--- src/rtl/uart_pkg.sv ---
// Shared types and defaults for the UART transmit-side byte FIFO.
//   byte_t                      one UART payload byte
//   UART_TX_FIFO_DEPTH_DEFAULT  default number of FIFO entries
package uart_pkg;

  typedef logic [7:0] byte_t;

  localparam int UART_TX_FIFO_DEPTH_DEFAULT = 16;

endpackage

--- src/rtl/uart_tx_fifo_if.sv ---
// Bundle of the producer-side write port and the transmitter-side en/data_in/rdy
// handshake of uart_tx_fifo.
//   slave  : the FIFO itself (takes wr_en/wr_data/tx_rdy, drives status and tx_en/tx_data)
//   master : the surroundings (producer plus transmitter)
// Optional feature macro: UART_TX_FIFO_LEVEL_EN adds level and almost_full.
interface uart_tx_fifo_if
  import uart_pkg::*;
#(
  parameter int DEPTH = UART_TX_FIFO_DEPTH_DEFAULT
);
  localparam int AW = $clog2(DEPTH);

  logic  wr_en;
  byte_t wr_data;
  logic  full;
  logic  empty;
  logic  overflow;
  logic  tx_rdy;
  logic  tx_en;
  byte_t tx_data;
`ifdef UART_TX_FIFO_LEVEL_EN
  logic [AW:0] level;
  logic        almost_full;
`endif

  modport slave (
    input  wr_en, wr_data, tx_rdy,
    output full, empty, overflow, tx_en, tx_data
`ifdef UART_TX_FIFO_LEVEL_EN
    , output level, almost_full
`endif
  );

  modport master (
    output wr_en, wr_data, tx_rdy,
    input  full, empty, overflow, tx_en, tx_data
`ifdef UART_TX_FIFO_LEVEL_EN
    , input level, almost_full
`endif
  );

endinterface

--- src/rtl/uart_byte_ram.sv ---
// DEPTH x 8 byte storage: synchronous write, asynchronous read by index, no reset.
//   clk      write clock
//   we_i     write enable
//   waddr_i  write index
//   wdata_i  write byte
//   raddr_i  read index
//   rdata_o  byte at raddr_i (combinational)
module uart_byte_ram
  import uart_pkg::*;
#(
  parameter int DEPTH = UART_TX_FIFO_DEPTH_DEFAULT,
  localparam int AW = $clog2(DEPTH)
) (
  input  logic          clk,
  input  logic          we_i,
  input  logic [AW-1:0] waddr_i,
  input  byte_t         wdata_i,
  input  logic [AW-1:0] raddr_i,
  output byte_t         rdata_o
);

  byte_t mem_q [DEPTH];

  // NOTE: storage is deliberately left out of reset; occupancy is tracked by the
  // pointers and count, so stale contents are never observed and the array can map
  // onto plain RAM/LUT-RAM without a reset network.
  always_ff @(posedge clk) begin
    if (we_i) mem_q[waddr_i] <= wdata_i;
  end

  assign rdata_o = mem_q[raddr_i];

endmodule

--- src/rtl/uart_tx_fifo.sv ---
// Byte FIFO sitting directly upstream of the UART transmitter. Producers burst
// bytes in on a one-cycle write strobe; bytes leave one at a time on the
// transmitter's en/data_in/rdy handshake.
//   clk  system clock (posedge)
//   rst  asynchronous, active-high reset
//   bus  uart_tx_fifo_if.slave: wr_en, wr_data, full, empty, overflow,
//        tx_rdy, tx_en, tx_data (+ level, almost_full with the macro below)
// Optional feature macro: UART_TX_FIFO_LEVEL_EN exposes the occupancy count as
// level and a count >= DEPTH-2 flag as almost_full.
module uart_tx_fifo
  import uart_pkg::*;
#(
  parameter int DEPTH = UART_TX_FIFO_DEPTH_DEFAULT
) (
  input logic           clk,
  input logic           rst,
  uart_tx_fifo_if.slave bus
);

  localparam int AW = $clog2(DEPTH);
  localparam logic [AW:0] COUNT_FULL = (AW+1)'(DEPTH);

  logic [AW-1:0] wr_ptr_q, wr_ptr_d;
  logic [AW-1:0] rd_ptr_q, rd_ptr_d;
  logic [AW:0]   count_q, count_d;
  logic          tx_en_q, tx_en_d;
  byte_t         tx_data_q, tx_data_d;
  logic          overflow_q, overflow_d;
  byte_t         rd_data;
  logic          full, empty, wr_accept, pop;

  // Status comes from the count so full and empty stay distinct when the pointers meet.
  assign full  = (count_q == COUNT_FULL);
  assign empty = (count_q == '0);

  // Fullness is judged before the edge: a write at full is dropped even if a pop
  // frees a slot on the same edge.
  assign wr_accept = bus.wr_en && !full;
  // The transmitter is still busy the cycle after a start strobe, so never issue twice in a row.
  assign pop = bus.tx_rdy && !tx_en_q && !empty;

  uart_byte_ram #(.DEPTH(DEPTH)) u_ram (
    .clk    (clk),
    .we_i   (wr_accept),
    .waddr_i(wr_ptr_q),
    .wdata_i(bus.wr_data),
    .raddr_i(rd_ptr_q),
    .rdata_o(rd_data)
  );

  // NOTE: every next-state signal gets a default first so no path leaves it
  // unassigned; this is what keeps the combinational block free of latches.
  always_comb begin
    wr_ptr_d   = wr_ptr_q;
    rd_ptr_d   = rd_ptr_q;
    count_d    = count_q;
    tx_data_d  = tx_data_q;
    tx_en_d    = pop;
    overflow_d = bus.wr_en && full;

    if (wr_accept) wr_ptr_d = wr_ptr_q + AW'(1);
    if (pop) begin
      rd_ptr_d  = rd_ptr_q + AW'(1);
      tx_data_d = rd_data;
    end

    case ({wr_accept, pop})
      2'b10:   count_d = count_q + (AW+1)'(1);
      2'b01:   count_d = count_q - (AW+1)'(1);
      default: count_d = count_q;
    endcase
  end

  // NOTE: state registers use non-blocking assignments so every flop samples the
  // pre-edge values computed above, independent of statement order.
  always_ff @(posedge clk or posedge rst) begin
    if (rst) begin
      wr_ptr_q   <= '0;
      rd_ptr_q   <= '0;
      count_q    <= '0;
      tx_en_q    <= 1'b0;
      tx_data_q  <= '0;
      overflow_q <= 1'b0;
    end else begin
      wr_ptr_q   <= wr_ptr_d;
      rd_ptr_q   <= rd_ptr_d;
      count_q    <= count_d;
      tx_en_q    <= tx_en_d;
      tx_data_q  <= tx_data_d;
      overflow_q <= overflow_d;
    end
  end

  assign bus.full     = full;
  assign bus.empty    = empty;
  assign bus.overflow = overflow_q;
  assign bus.tx_en    = tx_en_q;
  assign bus.tx_data  = tx_data_q;

`ifdef UART_TX_FIFO_LEVEL_EN
  assign bus.level       = count_q;
  assign bus.almost_full = (count_q >= COUNT_FULL - (AW+1)'(2));
`endif

endmodule

--- src/flat_wrapper.sv ---
// flat-port wrapper written by rule: the top's interface ports become plain ports
module uart_tx_fifo_flat import uart_pkg::*;
#(
  parameter int DEPTH = UART_TX_FIFO_DEPTH_DEFAULT
)
  (clk, rst, bus_wr_en, bus_wr_data, bus_tx_rdy, bus_full, bus_empty, bus_overflow, bus_tx_en, bus_tx_data);
  uart_tx_fifo_if #(.DEPTH(DEPTH)) bus_i ();
  input logic clk;
  input logic rst;
  input wire logic [$bits(bus_i.wr_en)-1:0] bus_wr_en;
  input wire logic [$bits(bus_i.wr_data)-1:0] bus_wr_data;
  input wire logic [$bits(bus_i.tx_rdy)-1:0] bus_tx_rdy;
  output wire logic [$bits(bus_i.full)-1:0] bus_full;
  output wire logic [$bits(bus_i.empty)-1:0] bus_empty;
  output wire logic [$bits(bus_i.overflow)-1:0] bus_overflow;
  output wire logic [$bits(bus_i.tx_en)-1:0] bus_tx_en;
  output wire logic [$bits(bus_i.tx_data)-1:0] bus_tx_data;
  assign bus_i.wr_en = bus_wr_en;
  assign bus_i.wr_data = bus_wr_data;
  assign bus_i.tx_rdy = bus_tx_rdy;
  assign bus_full = bus_i.full;
  assign bus_empty = bus_i.empty;
  assign bus_overflow = bus_i.overflow;
  assign bus_tx_en = bus_i.tx_en;
  assign bus_tx_data = bus_i.tx_data;
  uart_tx_fifo #(.DEPTH(DEPTH)) u_core (.clk(clk), .rst(rst), .bus(bus_i));
endmodule
--- config.mk ---
export PLATFORM = sky130hd
export DESIGN_NAME = uart_tx_fifo_flat
export DESIGN_NICKNAME = d
export VERILOG_FILES = /design/src/rtl/uart_pkg.sv /design/src/rtl/uart_tx_fifo_if.sv /design/src/rtl/uart_byte_ram.sv /design/src/rtl/uart_tx_fifo.sv /design/src/flat_wrapper.sv
export SDC_FILE = /design/constraint.sdc
export NUM_CORES = 1
export LEC_CHECK = 0
export BUFFER_PORTS_ARGS = -buffer_cell sky130_fd_sc_hd__buf_2
export CAP_MARGIN = 20
export CORE_UTILIZATION = 55
export DETAILED_ROUTE_END_ITERATION = 16
export PLACE_DENSITY = 0.75
export SKIP_LAST_GASP = 1
export SLEW_MARGIN = 20
export SYNTH_ARGS = -nofsm -noshare
export SYNTH_HDL_FRONTEND = slang
export SYNTH_SLANG_ARGS = --single-unit
--- constraint.sdc ---
create_clock -name clk -period 2.5 [get_ports clk]
set_input_delay 0.375 -clock clk [delete_from_list [all_inputs] [get_ports clk]]
set_output_delay 0.375 -clock clk [all_outputs]
set_load 0.01 [all_outputs]
==> results.sh, run 1 <==
export IMPL_rrSetupSlack_ps=110
export IMPL_clock_latency_ps=520
export IMPL_synth_async_reset_ratio_pct=15.2
export IMPL_root_buffer="clkbuf_8"
export IMPL_wl_per_cell_um=22.8
export IMPL_fin_tns_setup_ps=0
export IMPL_io_pins=24
export IMPL_dp_slack_ps=26.4
export IMPL_cp_max_fo=6
export IMPL_synth_nets=330
export IMPL_fin_hold_ws_ps=37.1
export IMPL_synth_mux_area_share_pct=14.8
export IMPL_synthSimpleGateAreaFrac_pct=3.05
export IMPL_die_h_um=107
export IMPL_grt_ovfl_total=0
export IMPL_via_count=2994
export IMPL_layout_commonest_cell="edfxtp_1"
export IMPL_cp_endpoint="u_core.count_q[4]"
export IMPL_rows=37
export IMPL_route_met3_wl_um=474
export IMPL_drcViolationCount=0
export IMPL_cap_violations=0
export IMPL_grt_pass1_wl_um=17800
export IMPL_power_frac_seq_pct=42.5
export IMPL_grt_max_degree=34
export IMPL_top_layer_used="met4"
export IMPL_fin_util_pct=66.5
export IMPL_period_needed_ps=2390
export IMPL_clockPowerShare_pct=30.3
export IMPL_syn_to_final_growth_pct=15.4
export IMPL_hp_class="input port to asynchronous set/reset pin"
export IMPL_drt_first_iter_violations=238
export IMPL_wl_um=11400
export IMPL_fin_skew_ps=8.13
export IMPL_die_x_um=107
export IMPL_io_buffers=23
export IMPL_avgSynthCellArea_um2=19.6
export IMPL_die_area_mm2=0.0114
export IMPL_period_share_pct=95.7
export IMPL_h_tree_depth=4
export IMPL_initial_core_util_pct=57.6
export IMPL_crit_start="u_core.count_q[0]"
export IMPL_synth_top_area_share_pct=63.7
export IMPL_drive_above_1_share_pct=29.5
export IMPL_synth_edff_count=128
export IMPL_synth_area_mm2=0.00603
export IMPL_tightestPinTransition_ps=894
export IMPL_dpl_hpwl_um=7130
export IMPL_place_congestion=0.809
export IMPL_clock_path_buffers=2
export IMPL_rr_endpoint="u_core.count_q[4]"
export IMPL_nets=372
export IMPL_pwr_density_cell_mw_per_mm2=1170
export IMPL_met1_length_um=5190
export IMPL_cts_tree="built"
export IMPL_clock_sinks=151
export IMPL_finalHoldViolations=0
export IMPL_end_kind="register"
export IMPL_p_leak_nw=2.45
export IMPL_required_ps=2940
export IMPL_grtUsageTotal_pct=22.5
export IMPL_synth_ff_type="edfxtp_1"
export IMPL_p_comb_share_pct=27.2
export IMPL_rsz0062_at_grt="no"
export IMPL_slew_violations=0
export IMPL_mostFrequentLayoutCells="edfxtp_1, buf_2, dfrtp_1, mux4_2"
export IMPL_arrival_ps=2830
export IMPL_synth_fa_ha_area_share_pct=2.20
export IMPL_met2_length_um=5640
export IMPL_synth_top_family_by_area="multiplexers"
export IMPL_reg2reg_depth=10
export IMPL_yosys_register_bits=151
export IMPL_synth_top_area_cell="edfxtp_1"
export IMPL_fmaxAchievable_mhz=418
export IMPL_max_slew_margin_rel_pct=40.3
export IMPL_dr_pass1_iters=5
export IMPL_ant_nets=0
export IMPL_swShare_pct=30.4
export IMPL_power_switching_mw=2.48
export IMPL_antenna_found_initial=0
export IMPL_synthXorXnorAreaFrac_pct=1.45
export IMPL_post_synth_main_area_contributors="edfxtp_1, dfrtp_1, mux4_2"
export IMPL_synth_compound_area_share_pct=3.40
export IMPL_cts_made_buffers=17
export IMPL_grt_pass1_vias=3076
export IMPL_cts_hold_buf=0
export IMPL_status="completed"
export IMPL_path_clk_slew_ps=70
export IMPL_yosysWarnings=0
export IMPL_setup_viol=0
export IMPL_peakVddDrop_mv=0.798
export IMPL_critPathKind="register to register"
export IMPL_setup_slack_ps=108
export IMPL_start_kind="register"
export IMPL_finalInstanceArea_mm2=0.00696
export IMPL_core_mm2=0.0105
export IMPL_placed_area_mm2=0.00635
export IMPL_internal_power_mw=5.66
export IMPL_viasPerCell=6.00
export IMPL_netlist_instances=308
export IMPL_yosysSeqAreaShare_pct=73.3
export IMPL_r2r_start="u_core.count_q[0]"
export IMPL_ys_types=32
export IMPL_antenna_cells=0
through the flow:
stage / cells / total power, mW
after floorplan: 308 / 5.01
after global routing: 499 / 8.50
after global placement: 465 / 5.59
after CTS: 497 / 8.14
after detailed placement: 465 / 5.67
final: 499 / 8.14
area by class of cell:
type	count	area [um2]
clock buffers	17	414
inverters	6	22.5
repair buffers	38	240
clock inverters	15	165
fillers	698	3500
flip-flops and latches	151	4420
well taps	136	170
multi-input cells	136	1530
worst max-delay path, stage by stage (launching register included):
cell	delay, ps
dfrtp_1	410
nor4_4	350
buf_4	170
a21boi_2	60
inv_1	60
ha_2	240
ha_1	290
a21o_1	190
a21oi_2	160
mux2i_1	240
xnor2_1	140
power groups by stage:
stage / clock, mW / combinational, mW / sequential [mW]
CTS: 2.50 / 2.20 / 3.45
floorplan: 0 / 1.65 / 3.36
finish: 2.47 / 2.22 / 3.46
detailed placement: 0 / 2.17 / 3.50
global placement: 0 / 2.13 / 3.47
global route: 2.60 / 2.40 / 3.51
per-layer routing:
| metal | vias up | GRT usage, % |
|---|---|---|
| li1 | 1335 | - |
| met1 | 1559 | 32.0 |
| met2 | 91 | 35.3 |
| met3 | 9 | 5.11 |
| met4 | 0 | 6.56 |
| met5 | - | 0 |
flip-flops by register name, indices dropped and copies added, names as in the netlist:
name / cells
u_core.bus.overflow: 1
u_core.bus.tx_data: 8
u_core.bus.tx_en: 1
u_core.count_q: 5
u_core.rd_ptr_q: 4
u_core.u_ram.mem_q: 128
u_core.wr_ptr_q: 4
cells by family after synthesis:
kind of cell / Yosys count
DFF: 151
muxes: 43
and+or+nand+nor: 39
AOI/OAI and AO/OA: 34
buffers and inverters: 21
xor gates and xnor gates: 10
adders and majority gates: 10
worst min-delay path by stage:
stage / endpoint / slack [ps] / depth (start not counted)
floorplan: u_core.bus.overflow / 380 / 1
global placement: u_core.rd_ptr_q[2] / 500 / 1
detailed placement: u_core.rd_ptr_q[2] / 540 / 1
CTS: u_core.rd_ptr_q[2] / 40 / 2
global route: u_core.rd_ptr_q[2] / 100 / 2
finish: u_core.rd_ptr_q[2] / 40 / 2
cells in the mapped netlist (4+ instances only):
library cell / number
ha_1: 9
o22ai_1: 16
clkbuf_1: 5
xnor2_1: 8
mux2_2: 10
edfxtp_1: 128
inv_1: 6
nor2_1: 15
mux4_1: 13
mux4_2: 19
a21oi_1: 11
dfrtp_1: 23
nor3_1: 4
nand2_1: 10
timing repair:
item,4_1_cts,5_1_grt
setup endpoints to repair,1,1
resized for setup,0,1
buffers inserted,0,2
pin swaps,1,1
Power figures use the tool's default switching activity.
==> inputs of run 2 (changes only) <==
- CTS_BUF_LIST: unset -> sky130_fd_sc_hd__clkbuf_16
==> results.sh, run 2 (synthesis gave the netlist of run 1 again) <==
export IMPL_wl_um=11400
export IMPL_fin_util_pct=66.6
export IMPL_rsz0062_at_grt="no"
export IMPL_antenna_cells=0
export IMPL_die_h_um=107
export IMPL_cts_hold_buf=0
export IMPL_rows=37
export IMPL_grt_ovfl_total=0
export IMPL_clock_path_buffers=2
export IMPL_grt_pass1_vias=3121
export IMPL_peakVddDrop_mv=0.707
export IMPL_p_comb_share_pct=27.0
export IMPL_required_ps=2840
export IMPL_cpPeakStageDelay_ps=420
export IMPL_slew_violations=0
export IMPL_power_mw=8.19
export IMPL_worst_path_max_delay_cell="dfrtp_1"
export IMPL_antenna_found_initial=0
export IMPL_drcViolationCount=0
export IMPL_met1_length_um=4940
export IMPL_core_mm2=0.0105
export IMPL_layout_commonest_cell="edfxtp_1"
export IMPL_root_buffer="clkbuf_16"
export IMPL_fin_skew_ps=8.06
export IMPL_path_delay_family="adder cells"
export IMPL_syn_to_final_growth_pct=15.6
export IMPL_crit_chain="nor4_4 > buf_4 > a21boi_2 > inv_1 > ha_2 > ha_1 > a21o_1 > a21oi_2 > mux2i_1 > xnor2_1"
export IMPL_initial_core_util_pct=57.6
export IMPL_cp_endpoint="u_core.count_q[4]"
export IMPL_wl_per_cell_um=22.9
export IMPL_io_buffers=23
export IMPL_period_share_pct=95.8
export IMPL_start_kind="register"
export IMPL_via_count=3046
export IMPL_nets=372
export IMPL_status="completed"
export IMPL_finalHoldViolations=0
export IMPL_cts_tree="built"
export IMPL_clock_latency_ps=420
export IMPL_power_switching_mw=2.48
export IMPL_fin_tns_setup_ps=0
export IMPL_route_met3_wl_um=781
export IMPL_fin_hold_ws_ps=153
export IMPL_placed_area_mm2=0.00635
export IMPL_arrival_ps=2730
export IMPL_die_x_um=107
export IMPL_r2r_start="u_core.count_q[3]"
export IMPL_drt_first_iter_violations=251
export IMPL_setup_viol=0
export IMPL_largest_reg_flops=128
export IMPL_nFillCells=698
export IMPL_grtUsageTotal_pct=22.7
export IMPL_cp_num_buf_inv=2
export IMPL_h_tree_depth=4
export IMPL_ant_nets=0
export IMPL_critPathKind="register to register"
export IMPL_p_leak_nw=2.46
export IMPL_cap_violations=0
export IMPL_final_instance_count_excl_fill=499
export IMPL_rrSetupSlack_ps=110
export IMPL_grt_max_degree=34
export IMPL_clock_sinks=151
export IMPL_end_kind="register"
export IMPL_tightestPinTransition_ps=918
export IMPL_cp_max_fo=6
export IMPL_dpl_hpwl_um=7130
export IMPL_clockPowerShare_pct=30.7
export IMPL_hp_class="input port to asynchronous set/reset pin"
export IMPL_grt_pass1_wl_um=17900
export IMPL_cts_made_buffers=17
export IMPL_met2_length_um=5610
export IMPL_top_layer_used="met4"
export IMPL_swShare_pct=30.3
export IMPL_crit_start="u_core.count_q[3]"
export IMPL_die_area_mm2=0.0114
export IMPL_internal_power_mw=5.71
export IMPL_path_clk_slew_ps=60
export IMPL_dp_slack_ps=26.4
export IMPL_finalInstanceArea_mm2=0.00697
export IMPL_drive_above_1_share_pct=29.5
export IMPL_reg2reg_depth=10
export IMPL_viasPerCell=6.10
export IMPL_period_needed_ps=2390
export IMPL_max_slew_margin_rel_pct=38.7
export IMPL_power_frac_seq_pct=42.3
export IMPL_fmaxAchievable_mhz=418
export IMPL_regMostFlops="u_core.u_ram.mem_q"
export IMPL_dp_cells=465
export IMPL_setup_slack_ps=106
export IMPL_dr_pass1_iters=4
export IMPL_mostFrequentLayoutCells="edfxtp_1, buf_2, dfrtp_1, mux4_2, clkbuf_16"
export IMPL_cp_num_cells=10
export IMPL_rr_endpoint="u_core.count_q[4]"
export IMPL_place_congestion=0.809
export IMPL_io_pins=24
export IMPL_pwr_density_cell_mw_per_mm2=1180
## run 2: cell counts in the layout (fill, tap and decap cells not counted)
Identical to the previous run, type by type.
## run 2: how the worst min path moves through the flow
stage	endpoint	start	cells after the start
2_1_floorplan	u_core.bus.overflow	rst	1
3_3_place_gp	u_core.rd_ptr_q[2]	u_core.rd_ptr_q[2]	1
3_5_place_dp	u_core.rd_ptr_q[2]	u_core.rd_ptr_q[2]	1
4_1_cts	u_core.rd_ptr_q[2]	rst	2
5_1_grt	u_core.count_q[1]	rst	2
6_report	u_core.rd_ptr_q[2]	rst	2
## run 2: worst register-to-register path, cell delays in order (launching register included)
cell	delay (ps)
dfrtp_1	420
nor4_4	330
buf_4	170
a21boi_2	60
inv_1	60
ha_2	240
ha_1	290
a21o_1	190
a21oi_2	160
mux2i_1	250
xnor2_1	140
## run 2: area by class of cell
type                            count  area [um2]  share of cell area (%)
Clock buffer                       17         425                    6.10
Clock inverter                     15         165                    2.37
Inverter                            6        22.5                   0.323
Multi-Input combinational cell    136        1530                    21.9
Sequential cell                   151        4420                    63.4
Tap cell                          136         170                    2.44
Timing Repair Buffer               38         240                    3.45
## run 2: what timing repair did
action,CTS,global route
cloned,0,0
resized for setup,0,1
setup endpoints to repair,1,1
buffers inserted,0,2
pin swaps,1,1
## run 2: metal layers
| layer | vias to the layer above | GRT usage (%) |
|---|---|---|
| met5 | - | 0 |
| met4 | 0 | 6.65 |
| met3 | 11 | 5.90 |
| met2 | 117 | 35.3 |
| met1 | 1582 | 31.9 |
| li1 | 1336 | - |
## run 2: power by group through the flow
stage	logic (mW)	clock network [mW]	registers, mW
floorplan	1.65	0	3.36
global placement	2.13	0	3.47
detailed placement	2.17	0	3.50
CTS	2.20	2.54	3.45
global route	2.41	2.64	3.51
finish	2.21	2.51	3.47
